[src/rtl/vga_pkg.sv]
// vga_pkg: shared 800x600@60 raster timing constants for the timing generator and downstream stages
package vga_pkg;
  typedef logic [10:0] cnt_t;
  localparam int H_VISIBLE     = 800;
  localparam int H_FP          = 40;
  localparam int H_SYNC        = 128;
  localparam int H_BP          = 88;
  localparam int V_VISIBLE     = 600;
  localparam int V_FP          = 1;
  localparam int V_SYNC        = 4;
  localparam int V_BP          = 23;
  localparam int H_TOTAL       = H_VISIBLE + H_FP + H_SYNC + H_BP;
  localparam int V_TOTAL       = V_VISIBLE + V_FP + V_SYNC + V_BP;
  localparam int H_SYNC_START  = H_VISIBLE + H_FP;
  localparam int H_SYNC_END    = H_SYNC_START + H_SYNC - 1;
  localparam int V_SYNC_START  = V_VISIBLE + V_FP;
  localparam int V_SYNC_END    = V_SYNC_START + V_SYNC - 1;
  localparam int H_BLANK_START = H_VISIBLE;
  localparam int H_BLANK_END   = H_TOTAL - 1;
  localparam int V_BLANK_START = V_VISIBLE;
  localparam int V_BLANK_END   = V_TOTAL - 1;
  function automatic logic in_span(cnt_t x, cnt_t lo, cnt_t hi);
    return x >= lo && x <= hi;
  endfunction
endpackage

[src/rtl/vga_timing_if.sv]
// vga_timing_if: pixel enable in, raster position and sync/blank flags out
interface vga_timing_if;
  import vga_pkg::*;
  logic en;
  cnt_t hcount;
  cnt_t vcount;
  logic hsync;
  logic vsync;
  logic hblnk;
  logic vblnk;
  logic sof;
  modport master(input en, output hcount, vcount, hsync, vsync, hblnk, vblnk, sof);
  modport slave(output en, input hcount, vcount, hsync, vsync, hblnk, vblnk, sof);
endinterface

[src/rtl/vga_timing.sv]
// vga_timing: raster counters with registered, zero-skew sync/blank flags and start-of-frame pulse
module vga_timing
  import vga_pkg::*;
#(
  parameter int H_VIS   = H_VISIBLE,
  parameter int H_FRONT = H_FP,
  parameter int H_SW    = H_SYNC,
  parameter int H_BACK  = H_BP,
  parameter int V_VIS   = V_VISIBLE,
  parameter int V_FRONT = V_FP,
  parameter int V_SW    = V_SYNC,
  parameter int V_BACK  = V_BP
) (
  input logic clk,
  input logic rst,
  vga_timing_if.master bus
);
  localparam cnt_t H_LAST = cnt_t'(H_VIS + H_FRONT + H_SW + H_BACK - 1);
  localparam cnt_t V_LAST = cnt_t'(V_VIS + V_FRONT + V_SW + V_BACK - 1);
  localparam cnt_t H_BS   = cnt_t'(H_VIS);
  localparam cnt_t H_SS   = cnt_t'(H_VIS + H_FRONT);
  localparam cnt_t H_SE   = cnt_t'(H_VIS + H_FRONT + H_SW - 1);
  localparam cnt_t V_BS   = cnt_t'(V_VIS);
  localparam cnt_t V_SS   = cnt_t'(V_VIS + V_FRONT);
  localparam cnt_t V_SE   = cnt_t'(V_VIS + V_FRONT + V_SW - 1);
  cnt_t r_h, r_v, w_h_nxt, w_v_nxt;
  logic w_h_wrap, w_v_wrap;
  logic r_hs, r_vs, r_hb, r_vb, r_sof;
  assign w_h_wrap = r_h == H_LAST;
  assign w_v_wrap = r_v == V_LAST;
  assign w_h_nxt  = w_h_wrap ? '0 : r_h + cnt_t'(1);
  assign w_v_nxt  = !w_h_wrap ? r_v : w_v_wrap ? '0 : r_v + cnt_t'(1);
  // horizontal pixel counter, advancing on enabled cycles
  always_ff @(posedge clk)
    if (rst) r_h <= '0;
    else if (bus.en) r_h <= w_h_nxt;
  // vertical line counter, advancing only when the line wraps
  always_ff @(posedge clk)
    if (rst) r_v <= '0;
    else if (bus.en) r_v <= w_v_nxt;
  // flags decoded from the next counter values so they land in the same cycle as the counters
  always_ff @(posedge clk)
    if (rst) begin
      r_hs  <= 1'b0;
      r_vs  <= 1'b0;
      r_hb  <= 1'b0;
      r_vb  <= 1'b0;
      r_sof <= 1'b0;
    end else begin
      r_sof <= bus.en && w_h_wrap && w_v_wrap;
      if (bus.en) begin
        r_hb <= w_h_nxt >= H_BS;
        r_vb <= w_v_nxt >= V_BS;
        r_hs <= in_span(w_h_nxt, H_SS, H_SE);
        r_vs <= in_span(w_v_nxt, V_SS, V_SE);
      end
    end
  assign bus.hcount = r_h;
  assign bus.vcount = r_v;
  assign bus.hsync  = r_hs;
  assign bus.vsync  = r_vs;
  assign bus.hblnk  = r_hb;
  assign bus.vblnk  = r_vb;
  assign bus.sof    = r_sof;
endmodule

[src/flat_wrapper.sv]
// flat-port wrapper written by rule: the top's interface ports become plain ports
module vga_timing_flat import vga_pkg::*;
#(
  parameter int H_VIS   = H_VISIBLE,
  parameter int H_FRONT = H_FP,
  parameter int H_SW    = H_SYNC,
  parameter int H_BACK  = H_BP,
  parameter int V_VIS   = V_VISIBLE,
  parameter int V_FRONT = V_FP,
  parameter int V_SW    = V_SYNC,
  parameter int V_BACK  = V_BP
)
  (clk, rst, bus_en, bus_hcount, bus_vcount, bus_hsync, bus_vsync, bus_hblnk, bus_vblnk, bus_sof);
  vga_timing_if bus_i ();
  input logic clk;
  input logic rst;
  input wire logic [$bits(bus_i.en)-1:0] bus_en;
  output wire logic [$bits(bus_i.hcount)-1:0] bus_hcount;
  output wire logic [$bits(bus_i.vcount)-1:0] bus_vcount;
  output wire logic [$bits(bus_i.hsync)-1:0] bus_hsync;
  output wire logic [$bits(bus_i.vsync)-1:0] bus_vsync;
  output wire logic [$bits(bus_i.hblnk)-1:0] bus_hblnk;
  output wire logic [$bits(bus_i.vblnk)-1:0] bus_vblnk;
  output wire logic [$bits(bus_i.sof)-1:0] bus_sof;
  assign bus_i.en = bus_en;
  assign bus_hcount = bus_i.hcount;
  assign bus_vcount = bus_i.vcount;
  assign bus_hsync = bus_i.hsync;
  assign bus_vsync = bus_i.vsync;
  assign bus_hblnk = bus_i.hblnk;
  assign bus_vblnk = bus_i.vblnk;
  assign bus_sof = bus_i.sof;
  vga_timing #(.H_VIS(H_VIS), .H_FRONT(H_FRONT), .H_SW(H_SW), .H_BACK(H_BACK), .V_VIS(V_VIS), .V_FRONT(V_FRONT), .V_SW(V_SW), .V_BACK(V_BACK)) u_core (.clk(clk), .rst(rst), .bus(bus_i));
endmodule
[config.mk]
export PLATFORM = sky130hd
export DESIGN_NAME = vga_timing_flat
export DESIGN_NICKNAME = d
export VERILOG_FILES = /design/src/rtl/vga_pkg.sv /design/src/rtl/vga_timing_if.sv /design/src/rtl/vga_timing.sv /design/src/flat_wrapper.sv
export SDC_FILE = /design/constraint.sdc
export NUM_CORES = 1
export LEC_CHECK = 0
export ABC_AREA = 1
export CORE_ASPECT_RATIO = 1.5
export CORE_MARGIN = 2
export CORE_UTILIZATION = 25
export CTS_CLUSTER_DIAMETER = 30
export CTS_CLUSTER_SIZE = 10
export DETAILED_ROUTE_END_ITERATION = 12
export PLACE_DENSITY = 0.39
export SETUP_SLACK_MARGIN = 0.1
export SLEW_MARGIN = 20
export SYNTH_ARGS = -nofsm -noshare
export SYNTH_HDL_FRONTEND = slang
export SYNTH_SLANG_ARGS = --single-unit
export TNS_END_PERCENT = 50
[constraint.sdc]
create_clock -name clk -period 2.3 [get_ports clk]
set_input_delay 0.46 -clock clk [delete_from_list [all_inputs] [get_ports clk]]
set_output_delay 0.46 -clock clk [all_outputs]
set_load 0.02 [all_outputs]
-- Yosys cells after proc, flatten, opt, wreduce, memory -nomap -nowiden
Cells that the tools add are included.
- logic and storage cells: 24
- bits of input ports: 3
- output and inout port bits: 27
- flip-flop bits (word level): 27
- muxes and demuxes: 3
- eq/ne operators: 2
- add/sub/neg operators: 2
- order comparisons: 6
- reduce and logical (&&, ||, !) cells: 4
- operators with widths (kind ; number):
    $ge 11x10->1 const B ; 4
    $mux 11 ; 3
    $add 11x1->11 const B ; 2
    $le 11x10->1 const B ; 2
    $eq 11x10->1 const B ; 1
    $eq 11x11->1 const B ; 1
    $logic_and 1x1->1 ; 4

-- Depth between registers and ports, before layout
- word-level depth: 5
- gate-level depth with buffers: 17
- depth with buffers taken out: 17

-- Worst setup path before layout
No wires, ideal clock.
- kind: flip-flop to flip-flop
- start point: register u_core.r_h[0], in the netlist u_core.bus.hcount[0]
- end point: register u_core.r_vb, in the netlist u_core.bus.vblnk
- data arrival time: 1.872 ns
- path slack: 0.312 ns
- stages on the path, launching flop included: 13
- data required time: 2.185 ns
- buffers on the path: 0
- setup time: 0.115 ns
- period minus slack after synthesis: 1.988 ns
- path through: dfxtp_1 > ha_1 > nand2_1 > nor2_4 > nand3b_4 > nand2_2 > o21ai_2 > nor2_1 > nand2_1 > a21oi_2 > a21oi_1 > o21ai_0 > inv_1
- word-level cells in the longest chain between the ends: 3
- RTL lines (item ; RTL line ; source):
    start, declared ; vga_timing.sv:26 ; cnt_t r_h, r_v, w_h_nxt, w_v_nxt;
    start signal, assigned ; vga_timing.sv:36 ; else if (bus.en) r_h <= w_h_nxt;
    $eq 11x11->1 ; vga_timing.sv:29 ; assign w_h_wrap = r_h == H_LAST;
    $mux 11 ; vga_timing.sv:32 ; assign w_v_nxt = !w_h_wrap ? r_v : w_v_wrap ? '0 : r_v + cnt_t'(1);
    $ge 11x10->1 ; vga_timing.sv:53 ; r_vb <= w_v_nxt >= V_BS;
    end signal, assigned ; vga_timing.sv:47 ; r_vb <= 1'b0;
    end signal, assigned ; vga_timing.sv:53 ;
    end, declared ; vga_timing.sv:28 ; logic r_hs, r_vs, r_hb, r_vb, r_sof;
Every way passes these cells.
A chain may end at the register's enable or synchronous reset.

-- Worst setup path after layout
Same ends and word-level chain as after synthesis.

==> results.json <==
{
  "synth_top_family_by_area": "simple AND/OR/NAND/NOR gates",
  "startpoint": "u_core.bus.hcount[0]",
  "power.leakage_nw": 1.06,
  "fmax_ghz": 0.502,
  "numPortBuffers": 29,
  "worst_slack_ns": 0.308,
  "crit_path_start_kind": "flip-flop",
  "crit_top_cell": "nand2_1",
  "fin_nets": 345,
  "max-vdd-ir-drop_mv": 0.278,
  "postRouteAntennaNets": 0,
  "dieHeight_um": 112,
  "synth_cells": 300,
  "clkSinkCount": 27,
  "vias": 1986,
  "drv_slew": 0,
  "synth_area_leaders": "dfxtp_1 28%, nand2_1 13%, inv_1 8.3%",
  "place_ws_ns": 0.193,
  "p_total_mw": 1.12,
  "grt_pass1_vias": 2029,
  "finalSetupViolCount": 0,
  "crit_type": "reg -> reg",
  "synth_compound_gate_area_share_pct": 15.3,
  "ios": 30,
  "synth-seq-area-share_pct": 27.8,
  "worstPathCellList": "ha_2 -> nand2_1 -> nor2_4 -> nand3b_4 -> nand2_1 -> nand2_2 -> nor2_1 -> nand2_1 -> a21oi_2 -> a21oi_1 -> o21ai_0 -> inv_1",
  "synth_area_per_cell_sq_um": 6.48,
  "slowest_delay_ns": 0.37,
  "die_w_um": 76.0,
  "dpl_cell_area_sq_um": 2410,
  "wl_per_cell_um": 13.5,
  "final.period_utilization_pct": 86.6,
  "r2r_start": "u_core.bus.hcount[0]",
  "slew_headroom_pct": 67.2,
  "globalplace.congestion": 0.826,
  "hold_path_class": "reg -> reg",
  "path_buf_inv": 1,
  "synth_largest_area_cell": "dfxtp_1",
  "powerDensity_nw_per_um2": 447,
  "postLayoutCellArea_sq_um": 2510,
  "yosys_warnings": 0,
  "cts_tree": "built",
  "vias_per_cell": 4.51,
  "clk_path_buf_depth": 2,
  "synth_xor_area_share_pct": 3.60,
  "drtPass1Iterations": 4,
  "synth_top_area_share_pct": 27.8,
  "cts_made_buffers": 3,
  "drive_above_1_share_pct": 16.9,
  "period_minus_slack_ns": 1.99,
  "grt_usage_pct": 14.7,
  "htree_levels": 1,
  "syn_area_sq_um": 1940,
  "cp_top_family": "simple AND/OR/NAND/NOR gates",
  "ys_ff_latch": 27,
  "grt_overflow": 0,
  "worst_slew_pin_slew_ns": 0.488,
  "fin_worst_skew_ns": 0.00598,
  "antennaDiodeCount": 0,
  "slowest_stage": "dfxtp_2",
  "status": "completed",
  "dp.cells": 435,
  "yosys.area_share.adder_pct": 1.93,
  "arrival_ns": 2.16,
  "drtIter0Drc": 87,
  "synthToLayoutAreaGrowth_pct": 29.2,
  "hpwl_mm": 4.69,
  "antenna_found_initial": 0,
  "core_area_sq_um": 7560,
  "rsz0062_at_grt": "yes",
  "synth_fp_nets": 306,
  "clkLatencyLatePin_ns": 0.27,
  "muxShareOfSynthArea_pct": 0,
  "fin_cells": 440,
  "clk_transition_reported_paths_ns": 0.07,
  "final.setup.tns_ns": 0,
  "ys_types": 32,
  "worstPathMaxFanout": 10,
  "initial_core_util_pct": 25.7,
  "grt_pass1_wl_mm": 9.90,
  "hold_viol_final": 0,
  "synth-simple-area-share_pct": 40.9,
  "hp-start": "u_core.bus.vsync",
  "required_ns": 2.46,
  "drc": 0,
  "wirelength_mm": 5.94,
  "hold_ws_ns": 0.482,
  "max_cap_viol_count": 0,
  "post-route-util_pct": 33.2,
  "grt_max_degree": 22,
  "rows": 39,
  "end_kind": "flip-flop",
  "cts-root-buf": "clkbuf_16",
  "dieArea_sq_um": 8510
}
## timing repair
action | in CTS | in global routing
endpoints found under the setup margin | 0 | 3
resized for setup | 0 | 5
buffers inserted | 0 | 1
endpoints found under the hold margin | 0 | 0
hold buffers | 0 | 0
## layer usage
layer  wire (um)  share of wire, %  GRT usage, %
met2        3430                58          29.8
met4         102               1.7          5.09
met5           0                 0             0
met3         121               2.0          1.45
met1        2280                38          15.6
## worst register-to-register path, stage by stage (launching register included)
cell      delay (ns)
dfxtp_2         0.37
ha_2            0.22
nand2_1         0.09
nor2_4          0.16
nand3b_4        0.18
nand2_1         0.12
nand2_2         0.09
nor2_1          0.10
nand2_1         0.07
a21oi_2         0.18
a21oi_1         0.09
o21ai_0         0.16
inv_1           0.05
## layout by cell type, fill, tap and decap left out
| master | instances |
|---|---|
| nand2_1 | 65 |
| inv_1 | 43 |
| clkdlybuf4s50_1 | 29 |
| nor2_1 | 28 |
| nand3_1 | 27 |
| dfxtp_1 | 25 |
| o21ai_0 | 20 |
| a21oi_1 | 18 |
| buf_4 | 11 |
| nand2_2 | 9 |
| nand4_1 | 6 |
| xor2_1 | 6 |
| nand3_2 | 5 |
| nor2_4 | 5 |
| inv_2 | 4 |
| a21oi_2 | 4 |
| nor2_2 | 3 |
| nor3_2 | 3 |
| o21ai_2 | 3 |
| clkbuf_16 | 3 |
| xnor2_1 | 2 |
| a211oi_1 | 2 |
| o21ai_1 | 2 |
| ha_1 | 2 |
| dfxtp_2 | 2 |
| nand4_2 | 1 |
| clkinv_1 | 1 |
| nand3b_4 | 1 |
| nor2_8 | 1 |
| o31ai_1 | 1 |
| or2_4 | 1 |
| nor4_1 | 1 |
| o211ai_1 | 1 |
| a31oi_1 | 1 |
| ha_2 | 1 |
| clkbuf_1 | 1 |
## cells by family (layout without fill, tap and decap cells)
logic type / count (synthesis) / in the layout
flip-flops: 27 / 27
adder cells (fa/ha/maj): 3 / 3
buffers and inverters: 54 / 92
AO/OA/AOI/OAI: 52 / 52
AND/OR/NAND/NOR: 156 / 156
XOR/XNOR: 8 / 8
## report_power, final
part	internal, mW	total (mW)	leakage (nW)	switching, mW
sequential	0.486	0.509	0.221	0.0237
clock	0.238	0.419	0.0382	0.181
combinational	0.0775	0.193	0.804	0.116
## cells in the mapped netlist
cell       n
nand2_2    9
ha_1       3
nor4_1     1
nand3b_4   1
o211ai_1   1
a21oi_1   18
nor2_2     3
nand3_2    5
inv_1     43
nor3_2     2
nor2_8     1
nand3_1   27
or2_4      1
nand4_1    6
nor3_1     1
clkinv_1   1
a31oi_1    1
xnor2_1    2
nor2_4     5
o21ai_2    3
a211oi_1   2
nor2_1    28
xor2_1     6
o31ai_1    1
dfxtp_1   27
a21oi_2    4
clkbuf_1   6
nand4_2    1
nand2_1   65
inv_2      4
o21ai_0   21
o21ai_1    1
## cell type report
class                   instances  area, sq um
well taps                     102          128
multi-input cells             219         1210
clock buffers                   4         78.8
flip-flops and latches         27          543
inverters                      48          180
repair buffers                 40          373
fillers                       826         5050
## final timing paths
| path | endpoint | slack [ns] | depth (start not counted) |
|---|---|---|---|
| max | u_core.bus.vblnk | 0.31 | 12 |
| min | u_core.bus.vsync | 0.48 | 2 |
| max reg2reg | u_core.bus.vblnk | 0.31 | 12 |
| min reg2reg | u_core.bus.vsync | 0.48 | 2 |
## registers in the layout, indices dropped and copies added, names as in the netlist
signal             flops
u_core.bus.hcount     11
u_core.bus.vblnk       1
u_core.bus.vsync       1
u_core.bus.hblnk       1
u_core.bus.sof         1
u_core.bus.vcount     11
u_core.bus.hsync       1
Note: power is estimated with default switching activity, not from simulation.
